File: config.mk
export PLATFORM = sky130hd
export DESIGN_NAME = ps2_shifter
export DESIGN_NICKNAME = d
export VERILOG_FILES = /design/src/rtl/ps2_pkg.sv /design/src/rtl/ps2_sync_filter.sv /design/src/rtl/ps2_shifter.sv
export SDC_FILE = /design/constraint.sdc
export NUM_CORES = 1
export LEC_CHECK = 0
export ABC_AREA = 1
export BUFFER_PORTS_ARGS = -buffer_cell sky130_fd_sc_hd__buf_4
export CAP_MARGIN = 20
export CORE_MARGIN = 2
export CORE_UTILIZATION = 46
export DETAILED_ROUTE_END_ITERATION = 7
export PLACE_DENSITY = 0.75
export SETUP_SLACK_MARGIN = 0.2
export SYNTH_ARGS = -nofsm -noshare
export SYNTH_HDL_FRONTEND = slang
export SYNTH_SLANG_ARGS = --single-unit
File: constraint.sdc
create_clock -name sys_clk -period 2.2 [get_ports sys_clk]
set_clock_uncertainty 0.1 [all_clocks]
set_input_delay 0.44 -clock sys_clk [delete_from_list [all_inputs] [get_ports sys_clk]]
set_output_delay 0.44 -clock sys_clk [all_outputs]
set_load 0.02 [all_outputs]
File: src/rtl/ps2_pkg.sv
// rtl/ps2_pkg.sv - shared PS/2 frame constants, controller state encoding and parity helper
package ps2_pkg;

    // start + 8 data + parity + stop
    localparam int FRAME_BITS   = 11;
    // host-to-device frame: 8 data + parity + stop falls
    localparam int TX_END_COUNT = 10;

    typedef enum logic [2:0] {
        ST_IDLE,
        ST_RECEIVE,
        ST_TX_INHIBIT,
        ST_TX_REQUEST,
        ST_TRANSMIT,
        ST_ACK_WAIT
    } ps2_ctrl_state_t;

    function automatic logic odd_parity(input logic [7:0] d);
        return ~(^d);
    endfunction

endpackage

File: src/rtl/ps2_sync_filter.sv
// rtl/ps2_sync_filter.sv - 2-flop synchronizer with optional glitch filter (PS2_GLITCH_FILTER_EN)
//
// Ports:
//   clk, rst   system clock, asynchronous active-high reset
//   din        raw asynchronous pin level
//   dout       synchronized (and, when enabled, filtered) level; resets to 1
// The filter is built only when PS2_GLITCH_FILTER_EN is defined and use_filter=1;
// dout then follows the synchronized level only after filt_len consecutive
// samples that disagree with it.
module ps2_sync_filter #(
    parameter int unsigned filt_len   = 8,
    parameter bit          use_filter = 1'b0
) (
    input  logic clk,
    input  logic rst,
    input  logic din,
    output logic dout
);

    logic s1;
    logic s2;

    always_ff @(posedge clk or posedge rst) begin
        if (rst) begin
            s1 <= 1'b1;
            s2 <= 1'b1;
        end else begin
            s1 <= din;
            s2 <= s1;
        end
    end

`ifdef PS2_GLITCH_FILTER_EN
    if (use_filter) begin : g_filter
        localparam int CW = (filt_len > 1) ? $clog2(filt_len) : 1;
        localparam logic [CW-1:0] LAST = CW'(filt_len - 1);

        logic [CW-1:0] run_cnt;
        logic          filt_q;

        // run_cnt counts consecutive samples differing from the filtered level
        always_ff @(posedge clk or posedge rst) begin
            if (rst) begin
                run_cnt <= '0;
                filt_q  <= 1'b1;
            end else if (s2 == filt_q) begin
                run_cnt <= '0;
            end else if (run_cnt == LAST) begin
                filt_q  <= s2;
                run_cnt <= '0;
            end else begin
                run_cnt <= run_cnt + 1'b1;
            end
        end

        assign dout = filt_q;
    end else begin : g_plain
        assign dout = s2;
    end
`else
    assign dout = s2;
`endif

endmodule

File: src/rtl/ps2_shifter.sv
// rtl/ps2_shifter.sv - PS/2 receive/transmit bit shifter with status flags and timeout
//
// Ports:
//   sys_clk, sys_rst             clock, asynchronous active-high reset
//   ps2_clk_in, ps2_data_in      raw PS/2 pin levels
//   state_receive/state_transmit controller state qualifiers
//   tx_load, tx_data             byte load strobe and byte to send
//   rx_ack                       consumer has read rx_data
//   rx_bitcount                  bits counted in current frame
//   ps2_clk_2                    synchronized PS/2 clock
//   ps2_data_out2                transmit bit (1 = release)
//   rx_data, rx_avail            received byte and its valid flag
//   parity_err, frame_err, overrun, ack_err  sticky status
// Optional: PS2_GLITCH_FILTER_EN enables the clock glitch filter (filt_len samples).
module ps2_shifter
    import ps2_pkg::*;
#(
    parameter int unsigned clk_freq = 50000000,
    parameter int unsigned filt_len = 8
) (
    input  logic       sys_clk,
    input  logic       sys_rst,
    input  logic       ps2_clk_in,
    input  logic       ps2_data_in,
    input  logic       state_receive,
    input  logic       state_transmit,
    input  logic       tx_load,
    input  logic [7:0] tx_data,
    input  logic       rx_ack,
    output logic [4:0] rx_bitcount,
    output logic       ps2_clk_2,
    output logic       ps2_data_out2,
    output logic [7:0] rx_data,
    output logic       rx_avail,
    output logic       parity_err,
    output logic       frame_err,
    output logic       overrun,
    output logic       ack_err
);

    localparam int unsigned TIMEOUT = clk_freq / 10000;
    localparam int          TW      = $clog2(TIMEOUT + 1);
    localparam logic [TW-1:0] TMO_LOAD = TW'(TIMEOUT);

    logic                  data_sync;
    logic                  clk_prev;
    logic                  fall;
    logic                  active;
    logic                  rx_done;
    logic                  new_parity_err;
    logic                  new_frame_err;
    logic [FRAME_BITS-1:0] shift_reg;
    logic [FRAME_BITS-1:0] shift_next;
    logic [7:0]            tx_reg;
    logic                  tx_par;
    logic                  tx_bit;
    logic                  tx_next_bit;
    logic                  ack_pending;
    logic [TW-1:0]         tmo;

    ps2_sync_filter #(.filt_len(filt_len), .use_filter(1'b1)) u_clk_sync (
        .clk  (sys_clk),
        .rst  (sys_rst),
        .din  (ps2_clk_in),
        .dout (ps2_clk_2)
    );

    ps2_sync_filter #(.filt_len(filt_len), .use_filter(1'b0)) u_data_sync (
        .clk  (sys_clk),
        .rst  (sys_rst),
        .din  (ps2_data_in),
        .dout (data_sync)
    );

    assign fall           = clk_prev & ~ps2_clk_2;
    assign active         = (rx_bitcount != 5'd0) | ack_pending;
    // bits arrive LSB first: shift right, newest bit enters at the top
    assign shift_next     = {data_sync, shift_reg[FRAME_BITS-1:1]};
    assign rx_done        = (rx_bitcount == 5'(FRAME_BITS - 1));
    assign new_parity_err = ~(^shift_next[9:1]);
    assign new_frame_err  = shift_next[0] | ~shift_next[FRAME_BITS-1];
    assign ps2_data_out2  = tx_bit | ~state_transmit;

    // bit presented on the fall that moves the count from rx_bitcount to rx_bitcount+1
    always_comb begin
        tx_next_bit = 1'b1;
        if (rx_bitcount < 5'd8) begin
            tx_next_bit = tx_reg[rx_bitcount[2:0]];
        end else if (rx_bitcount == 5'd8) begin
            tx_next_bit = tx_par;
        end
    end

    always_ff @(posedge sys_clk or posedge sys_rst) begin
        if (sys_rst) begin
            clk_prev    <= 1'b1;
            rx_bitcount <= 5'd0;
            shift_reg   <= '0;
            rx_data     <= 8'h00;
            rx_avail    <= 1'b0;
            parity_err  <= 1'b0;
            frame_err   <= 1'b0;
            overrun     <= 1'b0;
            ack_err     <= 1'b0;
            ack_pending <= 1'b0;
            tx_reg      <= 8'h00;
            tx_par      <= 1'b0;
            tx_bit      <= 1'b1;
            tmo         <= TMO_LOAD;
        end else begin
            clk_prev <= ps2_clk_2;

            if (rx_ack) begin
                rx_avail   <= 1'b0;
                parity_err <= 1'b0;
                frame_err  <= 1'b0;
                overrun    <= 1'b0;
            end

            if (tx_load) begin
                tx_reg  <= tx_data;
                tx_par  <= odd_parity(tx_data);
                ack_err <= 1'b0;
            end

            if (!state_transmit) begin
                tx_bit <= 1'b1;
            end

            if (fall || !active) begin
                tmo <= TMO_LOAD;
            end else if (tmo != '0) begin
                tmo <= tmo - 1'b1;
            end

            if (fall) begin
                if (ack_pending && !state_transmit) begin
                    // device ack bit: sampled but not counted
                    ack_err     <= data_sync;
                    ack_pending <= 1'b0;
                    rx_bitcount <= 5'd0;
                end else if (state_transmit) begin
                    if (rx_bitcount < 5'(TX_END_COUNT)) begin
                        rx_bitcount <= rx_bitcount + 5'd1;
                        tx_bit      <= tx_next_bit;
                        if (rx_bitcount == 5'(TX_END_COUNT - 1)) begin
                            ack_pending <= 1'b1;
                        end
                    end
                end else if (state_receive) begin
                    shift_reg <= shift_next;
                    if (rx_done) begin
                        // completion overrides a same-cycle rx_ack clear
                        rx_bitcount <= 5'd0;
                        rx_data     <= shift_next[8:1];
                        rx_avail    <= 1'b1;
                        if (rx_ack) begin
                            parity_err <= new_parity_err;
                            frame_err  <= new_frame_err;
                            overrun    <= 1'b0;
                        end else begin
                            parity_err <= parity_err | new_parity_err;
                            frame_err  <= frame_err | new_frame_err;
                            overrun    <= overrun | rx_avail;
                        end
                    end else begin
                        rx_bitcount <= rx_bitcount + 5'd1;
                    end
                end
            end else if (active && tmo == '0) begin
                rx_bitcount <= 5'd0;
                ack_pending <= 1'b0;
                shift_reg   <= '0;
            end
        end
    end

endmodule

# Yosys cells after proc, flatten, opt, wreduce, memory -nomap -nowiden
# Index checks and enable logic that the tools add are counted.
# op_classes
addsub	2
magnitude_cmp	3
eq_ne	11
mux	59
bitwise_logic	13
reduce_logical	16
# ops
cell	n
11-bit 2-to-1 mux	5
1-bit 2-to-1 mux	44
5-bit 2-to-1 mux	7
13-bit 2-to-1 mux	2
5-bit by 4-bit equality test with 1-bit output, second input constant	3
13-bit logical NOT	1
13-bit nonzero test	1
13-bit by 1-bit subtractor with 13-bit output, second input constant	1
5-bit by 4-bit < comparator with 1-bit output, second input constant	2
9-bit XOR reduction	1
4-bit AND reduction	2
8-bit XOR reduction	1
2-bit != test, second input constant	3
3-bit by 1-bit != test with 1-bit output, second input constant	2
1-bit NOT	6
1-bit bitwise OR	6
5-bit by 1-bit adder with 5-bit output, second input constant	1
5-bit AND reduction	1
5-bit nonzero test	1
3-bit by 4-bit < comparator with 1-bit output, second input constant	1
4-bit by 2-bit != test with 1-bit output, second input constant	1
4-bit by 3-bit != test with 1-bit output, second input constant	1
2-bit nonzero test	2
1-bit binary-select mux with 3-bit select	1
6 further kinds	8
# word_totals
reg_bits	58
inputBits	16
output_inout_bits	20
elab_cells	122

# Depth between registers and ports, before layout
# Gate-level depths: netlist of the first run.
# logic_depth
ltp_word	9
mapped_depth	12
depth_no_buf	11

# Modules after synthesis
# From an unflattened synthesis of the first run, not the netlist that was laid out.
# unflattened
cells_unflattened	363
hier_area_um2	3002.9
# by_module_without_submodules
mod	n_inst	cells_per_inst	area_each_um2	seq_area_each_um2
ps2_shifter	1	357	2890.3	1335.0
ps2_sync_filter	2	3	56.3	52.6

# Worst setup path before layout of the first run
# No wires, ideal clock.
# synth_timing
kind	reg2reg
from	reg rx_bitcount[0]
to	reg shift_reg[2]
setup_ns	0.117
arrival_ns	1.620
required_ns	1.983
slack_ns	0.363
path_stages_with_launch	12
n_path_buf	1
period_less_slack_ns	1.837
cell_sequence	dfrtp_1 -> buf_2 -> inv_2 -> ha_1 -> nand2_1 -> nor2_1 -> nand2_2 -> nand2_2 -> o21ai_1 -> nand2_2 -> nand2_1 -> nand2_1
# synth_via
elab_chain_len	5
# synth_lines
element	line_no	text
start, declared	ps2_shifter.sv:30	output logic [4:0] rx_bitcount,
start signal, assigned	ps2_shifter.sv:144	rx_bitcount <= rx_bitcount + 5'd1;
start signal, assigned	ps2_shifter.sv:167	rx_bitcount <= rx_bitcount + 5'd1;
5-bit nonzero test	ps2_shifter.sv:76	assign active = (rx_bitcount != 5'd0) | ack_pending;
1-bit bitwise OR	ps2_shifter.sv:76	
1-bit logical AND	ps2_shifter.sv:170	end else if (active && tmo == '0) begin
2-bit nonzero test (no source line)	n/a	
4-bit AND reduction (no source line)	n/a	
end signal, assigned	ps2_shifter.sv:151	shift_reg <= shift_next;
end, declared	ps2_shifter.sv:52	logic [FRAME_BITS-1:0] shift_reg;
# Every way passes these cells.
# A chain may end at the register's enable or synchronous reset.

# Worst setup path in the final report of the first run
# layout_timing
from	reg rx_bitcount[0]
to	reg tmo[1]
# layout_via
elab_chain_len	5
# layout_lines
element	line_no	text
5-bit nonzero test *	ps2_shifter.sv:76	
1-bit bitwise OR *	ps2_shifter.sv:76	
1-bit logical NOT *	ps2_shifter.sv:130	if (fall || !active) begin
1-bit logical OR *	ps2_shifter.sv:130	
13-bit 2-to-1 mux or 2-bit nonzero test (tied branches)	n/a	
end signal, assigned	ps2_shifter.sv:133	tmo <= tmo - 1'b1;
end, declared	ps2_shifter.sv:59	logic [TW-1:0] tmo;
# Mark *: on every way between the ends. The rest lies on a longest branch, timed or not.

==> results.md, run 1 <==
- The summed instance area of the synthesized netlist is 0.00306 mm2.
- The final weighted congestion of routability-driven global placement is 0.846.
- In this run the cell area measured after placement is between 0.003 and 0.004 mm2.
- After clock tree synthesis, the setup repair step added 0 buffers.
- The flow ran to the end, and the final reports show no timing, DRC or antenna violations.
- The die outline area is 0.00732 mm2.
- The critical path in this run is classified as register to register.
- The via count of the first global-routing pass is 2521.
- The share of final-layout standard cells stronger than drive strength 1 is 0.200.
- The I/O pin count is 36.
- The kind of start point of the critical path is a register.
- After synthesis, the netlist uses 35 different library cells.
- The largest individual stage delay along the critical path comes from the cell sky130_fd_sc_hd__dfrtp_1.
- The max-slew violation count is 0.
- The achievable clock frequency is 566 MHz.
- For the final routed database, the setup TNS stands at 0 ns.
- Setup violations remaining at the end of the flow were counted as 0.
- After detailed routing, the number of vias per cell comes to 4.92.
- The endpoint identified for the worst register-to-register timing path is tmo[1].
- IR analysis of the VDD net gives a maximum drop of ~0.45 mV.
- Summing internal, switching and leakage power gives ~2.5 mW.
- The number of violations reported at the end of detailed-routing iteration 0 is 160.
- The startpoint of the lowest-slack register-to-register path is rx_bitcount[0].
- The critical path data arrival time is 1.88 ns.
- Once detailed placement completed, the half-perimeter wirelength came to 4.50 mm.
- The floorplan has 29 rows.
- TritonCTS built the clock tree.
- The net total in the final layout is 470.
- The path class of the lowest-slack min-delay path is input port to async pin.
- The clock-pin slew on the worst setup and hold paths is ~0.070 ns.
- The die extent in x is between 80 and 90 um.
- The number of antenna diodes in the final layout is 0.
- The clock root buffer is sky130_fd_sc_hd__clkbuf_8.
- The area growth from synthesis to layout is 18.9%.
- The floorplan step defined a core boundary enclosing approximately 0.0064 mm2.
- By instance count, the leading cell after synthesis is sky130_fd_sc_hd__nand2_1.
- Of the synthesized area, sequential elements account for 0.471.
- The worst setup path endpoint is tmo[1].
- The worst setup path is captured at a register.
- The delay of the slowest cell on the worst path is 0.39 ns.
- The largest net degree at the start of global routing is between 50 and 60.
- The total nets after synthesis is 424.
- Setup repair after global routing left no endpoint under its margin.
- Measured against its own limit, the worst slew margin works out to 0.772.
- The async set or reset register ratio after synthesis is 1.00.
- The DRC violations left is 0.
- By area the synthesized netlist is led by sky130_fd_sc_hd__dfrtp_1, sky130_fd_sc_hd__nand2_1, sky130_fd_sc_hd__dfstp_2, sky130_fd_sc_hd__inv_1, sky130_fd_sc_hd__nor2_1.
- The final standard cell area without fillers is 0.00364 mm2.
- The die is 85.6 um tall.
- The count of buffers added on input and output ports is 35.
- The cell count after synthesis came out at 403.
- The clock buffer count from CTS is 9.
- For this design, the sink count on the clock tree is 57.
- Of the available clock period, the critical path in the final layout requires 0.803.
- The maximum net fanout on the critical path is 7.
- The clock reaches the later pin of the worst-skew pair after ~0.33 ns.
- Max-cap violations in this run came to 0.
- The count of nets left with antenna violations once routing finished came out at 0.
- After synthesis, the mean cell area works out to 7.59 um2.
- The post-cts hold buffer count is 0.
- The required time of the worst setup path is 2.31 ns.
- The routed design could run at a clock period as short as 1.77 ns.
- For the pin with the worst max-slew slack, the measured transition is around 0.34 ns.
- The most critical setup path has its startpoint at rx_bitcount[0].
- The total via count in the routed design is approximately 2600.
- The number of enable flip-flop cells after synthesis is 0.
- The wire length of the first global-routing pass is 10.8 mm.
- The slack of the worst reg-to-reg path is 0.43 ns.
- Counting cells, the worst reg-to-reg path comes to 9.
- The detailed-route wire length per cell is 11.5 um.
- In the global route stage, overall resource usage came out at 0.186.
- Global routing finished with a remaining overflow of 0.
- The leakage power of the design is 1.91 nW.
- The total power divided by cell area is ~700 mW/mm2.
- The pre-antenna-repair detailed-routing pass consisted of 4 iterations.
- Counting instances in the post-synthesis netlist gives the leading cell types as sky130_fd_sc_hd__nand2_1, sky130_fd_sc_hd__inv_1, sky130_fd_sc_hd__dfrtp_1.
- The count of final hold-check violations was 0.
- The signal on the critical path passes through inv_2, ha_1, nand2_1, nor2_1, nand2_2, nand2_2, inv_1, nand2_1, o22ai_1.
- The number of warnings printed during yosys synthesis is 0.
- The number of gates resized after CTS was 0.
- Wires add up to 6.12 mm.
- The register with the most flip-flops in the layout has 13 of them.
- The initial utilization of the core area, before any placement, comes to 0.479.
- The H-tree level count is 3.
- The number of antenna violations at the first check in global routing is 0.
- For this run, the leading register cell type out of synthesis is sky130_fd_sc_hd__dfrtp_1.
- The clock passes through at most 2 buffers.
- The share of the synthesized area in the top cell type is 0.376.
- The number of synthesized register bits is 57.
- sky130_fd_sc_hd__dfrtp_1 takes more of the synthesized area than any other cell.
-- where the power goes --
part	total, mW	internal, mW	leakage (nW)	switching [mW]
clock	0.994	0.555	0.0985	0.439
combinational	0.364	0.132	1.08	0.233
sequential	1.14	1.11	0.738	0.0347
-- cells by family (layout without fill, tap and decap cells) --
group,after synthesis,count (layout),synth area share
and+or+nand+nor,229,229,0.321
buffers and inverters,66,117,0.0838
DFF,57,57,0.471
AOI/OAI and AO/OA,36,36,0.0749
xor gates and xnor gates,10,10,0.0286
adders and majority gates,5,5,0.0204
-- cells in the final DEF, fill, tap and decap left out, types with 2 or more instances in the layout --
cell type | netlist | routed
sky130_fd_sc_hd__inv_1 | 59 | 58
sky130_fd_sc_hd__clkinvlp_4 | 0 | 2
sky130_fd_sc_hd__clkbuf_8 | 0 | 10
sky130_fd_sc_hd__nor3_1 | 5 | 5
sky130_fd_sc_hd__nand2_2 | 8 | 8
sky130_fd_sc_hd__nor2_1 | 34 | 34
sky130_fd_sc_hd__nand2_1 | 143 | 143
sky130_fd_sc_hd__o21ai_2 | 8 | 8
sky130_fd_sc_hd__xor2_1 | 4 | 4
sky130_fd_sc_hd__ha_1 | 5 | 5
sky130_fd_sc_hd__dfrtp_1 | 46 | 46
sky130_fd_sc_hd__o211ai_1 | 3 | 3
sky130_fd_sc_hd__o21ai_1 | 3 | 3
sky130_fd_sc_hd__nand3_1 | 21 | 21
sky130_fd_sc_hd__clkinv_4 | 0 | 2
sky130_fd_sc_hd__buf_4 | 0 | 37
sky130_fd_sc_hd__dfstp_2 | 11 | 11
sky130_fd_sc_hd__xnor2_1 | 6 | 6
sky130_fd_sc_hd__nand4_1 | 8 | 8
sky130_fd_sc_hd__inv_2 | 3 | 4
sky130_fd_sc_hd__nand3b_1 | 2 | 2
sky130_fd_sc_hd__nor2_4 | 2 | 2
sky130_fd_sc_hd__o21ai_0 | 16 | 16
-- how the worst min path moves through the flow --
stage | to | slack, ns | start
after CTS | shift_reg[4] | 0.07 | sys_rst
final | rx_data[0] | 0.05 | sys_rst
after global placement | u_clk_sync.dout | 0.25 | u_clk_sync.s1
after global routing | shift_reg[8] | 0.08 | sys_rst
after detailed placement | u_clk_sync.dout | 0.25 | u_clk_sync.s1
after floorplan | u_clk_sync.dout | 0.25 | u_clk_sync.s1
-- metrics by stage --
step,utilization,hold slack [ns],cells,setup WS [ns]
2_1_floorplan,-,0.245,403,0.279
3_3_place_gp,0.538,0.246,515,0.448
3_5_place_dp,0.538,0.248,515,0.448
4_1_cts,0.570,0.0655,531,0.436
5_1_grt,0.570,0.0778,531,0.283
6_report,0.570,0.0466,531,0.434
-- worst max-delay path, delay by kind of cell (launching register included) --
family	cells	cell delay (ns)
buffers and inverters	2	0.29
DFF	1	0.39
and+or+nand+nor	5	0.61
adders and majority gates	1	0.16
AOI/OAI and AO/OA	1	0.09
-- area by class of cell --
cell class | count | area, um2
clock buffers | 10 | 138
clock inverters | 6 | 67.6
fillers | 599 | 2750
inverters | 63 | 236
multi-input cells | 280 | 1360
flip-flops and latches | 57 | 1440
well taps | 77 | 96.3
repair buffers | 38 | 298
-- layer usage --
layer | global-route usage | up-vias | part of all wire
met2 | 0.300 | 40 | 0.47
met3 | 0.0481 | 9 | 0.038
met1 | 0.245 | 1218 | 0.47
li1 | - | 1343 | -
met4 | 0.0649 | 0 | 0.014
met5 | 0 | - | 0
Note: power is estimated with default switching activity, not from simulation.
==> run 2, diff against run 1 <==
PLACE_DENSITY = 0.78   (was 0.75)
clock period = 1.4 ns   (was 2.2 ns; I/O delays follow)
==> run 2 against run 1 <==
Against the previous run:
- the flow now finishes with violations (negative setup slack)
- cell count is 18% higher
- sequential share of layout area is 10 points lower
- hold slack better by 0.00092 ns
- die area stayed put
==> results.md, run 2 (synthesized netlist as in run 1, its figures left out) <==
- The final weighted congestion of routability-driven global placement is 0.876 (+3.5%).
- The detailed-placement wirelength estimate is 5.68 mm (+26%).
- The count of final hold-check violations came to 0 (unchanged).
- The number of buffers and inverters on the critical path came to 2 (unchanged).
- In the layout the commonest cells are sky130_fd_sc_hd__nand2_1, sky130_fd_sc_hd__buf_4, sky130_fd_sc_hd__dfrtp_1, sky130_fd_sc_hd__inv_1, sky130_fd_sc_hd__buf_6.
- The first-pass iteration count of the detailed router is 5 (+1).
- The wire length of the first global-routing pass is 15.0 mm (+39%).
- The latest clock arrival within the worst-skew pair is 0.34 ns (about the same).
- The number of violations reported at the end of detailed-routing iteration 0 is 377 (+140%).
- The path class of the lowest-slack min-delay path is input port to register.
- Relative to the synthesized area, the layout overhead comes to 61.8%.
- The count of cells along the worst hold path is 3.
- The most used cell along the critical path is sky130_fd_sc_hd__inv_2.
- The flow ran to the end, but the final reports show violations.
- The number of inserted filler cells in the final layout was 366 (-39%).
- The number of antenna cells inserted is 0 (unchanged).
- The maximum number of buffers from clock root to sink is 2 (unchanged).
- Setup repair after global routing could not meet its margin everywhere.
- The H-tree level count came to 3 (unchanged).
- The clock sink total is 57 (unchanged).
- The number of antenna violations at the first check in global routing came to 0 (unchanged).
- The minimum period implied by the final worst setup slack came to 1.75 ns (-0.0134 ns).
- The number of max-cap violations is 0 (unchanged).
- The I/O pin count is 36 (unchanged).
- The clock-pin slew on the worst setup and hold paths is 0.07 ns (about the same).
- The clock buffer count from CTS is 9 (unchanged).
- The peak ir drop on the vdd network is 0.918 mV (+100%).
- The routed wire length is 11.1 mm (+81%).
- The row count is 29 (unchanged).
- The starting density of the core is 0.479 (unchanged).
- The leakage power of the design is 2.48 nW (+30%).
- The share of final-layout standard cells stronger than drive strength 1 is 0.475 (+0.274).
- The final total power is 4.58 mW (+83%).
- The max-slew violation count was 0 (unchanged).
- The signal on the critical path passes through inv_2, ha_4, inv_2, nor3_4, nand4_1, o22ai_1.
- The flip-flop count of the largest register after layout is 13 (unchanged).
- STA classifies the critical path startpoint as a register.
- The achievable clock frequency was 570 MHz (+0.77%).
- The global routing usage summed across all routing layers came to 0.264 (+0.0784).
- On the critical path, the stage with the largest delay is an instance of sky130_fd_sc_hd__dfrtp_1.
- The depth of the worst register-to-register path is 6 (-3).
- The global route total overflow is 0 (unchanged).
- The via count of the first global-routing pass is 3209 (+27%).
- The multi-input gate area in the final layout is 0.00172 mm2 (+26%).
- The family of cells with the greatest summed delay on the critical path is simple AND/OR/NAND/NOR gates.
- The slack of the worst reg-to-reg path is -0.35 ns (-0.79 ns).
- The required time of the worst setup path came to 1.53 ns (-0.78 ns).
- The largest net degree at the start of global routing is 28 (-52%).
- The delay of the slowest cell on the worst path is 0.42 ns (+0.03 ns).
- The most frequent standard cell in the layout excluding fill and tap cells is sky130_fd_sc_hd__nand2_1.
- The final worst-path cycle share was 1.25 (+0.449).
- The antenna violation net count after detailed routing was 0 (unchanged).
- The checks that failed: negative setup slack.
- The area of the core is 0.00639 mm2 (unchanged).
- The final number of setup-violating endpoints came to 48 (+48).
- The setup TNS is -10.45 ns (-10.45 ns).
- The element type at the critical path end is a register.
- The cell sitting at the root of the clock tree is a sky130_fd_sc_hd__clkbuf_8.
- In this run the critical register-to-register path is captured at tmo[1].
- The startpoint identified for the worst hold timing path is tx_data[2].
- The classification of the worst setup path is register to register.
- For hold timing, the worst endpoint is tx_reg[2].
- The total power divided by cell area came to 924 mW/mm2 (+35%).
- The critical path starts at tmo[0].
- The via density per instance was 5.56 (+13%).
- The count of buffers inserted at the top-level ports came to 35 (unchanged).
- The total via count in the routed design was 3483 (+33%).
- The DRC violations left is 0 (unchanged).
- The pin slew with the least headroom to its limit is 0.366 ns (+0.0240 ns).
- The slack of the critical path was -0.353 ns (-0.787 ns).
- The worst-case headroom to the max-slew limit is 0.756 (-0.0156).
- The footprint of the flip-flops and latches is 0.00145 mm2 (+0.35%).
- The detailed-route wire length per cell is 17.7 um (+53%).
- The startpoint identified for the worst register-to-register timing path is tmo[0].
- The die outline area came to 0.00732 mm2 (unchanged).
- The die boundary height is 85.6 um (unchanged).
- The maximum net fanout on the critical path came to 4 (-3).
- The die extent in x came to 85.6 um (unchanged).
- The net total in the final layout is 566 (+20%).
- The critical path data arrival time is 1.88 ns (about the same).
- TritonCTS built the clock tree.
==> run 2: worst max path at each step <==
| stage | cells past startpoint | to |
|---|---|---|
| floorplan | 12 | rx_bitcount[2] |
| global placement | 7 | rx_bitcount[0] |
| detailed placement | 9 | rx_bitcount[0] |
| CTS | 10 | shift_reg[7] |
| global route | 6 | tmo[1] |
| finish | 6 | tmo[1] |
==> run 2: metrics by stage <==
step / setup slack (ns) / util / cell area (um2) / instances / hold WS (ns)
global route: -0.382 / 0.775 / 4950 / 627 / 0.0713
detailed placement: -0.285 / 0.612 / 3910 / 569 / 0.157
CTS: -0.192 / 0.713 / 4550 / 607 / 0.0513
floorplan: -0.218 / - / 3120 / 403 / 0.184
global placement: -0.180 / 0.612 / 3910 / 569 / 0.148
finish: -0.353 / 0.775 / 4950 / 627 / 0.0475
==> run 2: final cells by class <==
cell class                      count  area share
Clock buffer                       12      0.0313
Timing Repair inverter              1     0.00227
Timing Repair Buffer              132       0.245
Multi-Input combinational cell    281       0.348
Inverter                           63      0.0516
Sequential cell                    57       0.292
Tap cell                           77      0.0195
Clock inverter                      4      0.0104
==> run 2: report_power, final <==
part / leakage [nW] / total [mW] / internal [mW] / switching (mW)
Combinational: 1.64 / 1.13 / 0.503 / 0.631
Sequential: 0.731 / 1.82 / 1.74 / 0.0819
Clock: 0.103 / 1.62 / 0.920 / 0.699
Total: 2.48 / 4.58 / 3.16 / 1.41
==> run 2: per-layer routing <==
layer  GRT usage  vias up  part of all wire
met1       0.322     1635              0.37
met5           0        -                 0
met4       0.163        0             0.061
li1            -     1542                 -
met3      0.0395       70             0.069
met2       0.442      236              0.50
==> run 2: repair_timing <==
item,CTS,global route
gates resized for setup,84,65
cloned,1,2
setup buffers,18,18
endpoints found under the hold margin,10,0
setup endpoints to repair,63,63
hold buffers,3,0
pin swaps,18,25
==> run 2: tightest hold or removal path, delay by kind of cell <==
kind / cells / cell delay [ns]
buffers and inverters: 1 / 0.09
AND/OR/NAND/NOR: 1 / 0.04
AO/OA/AOI/OAI: 1 / 0.05
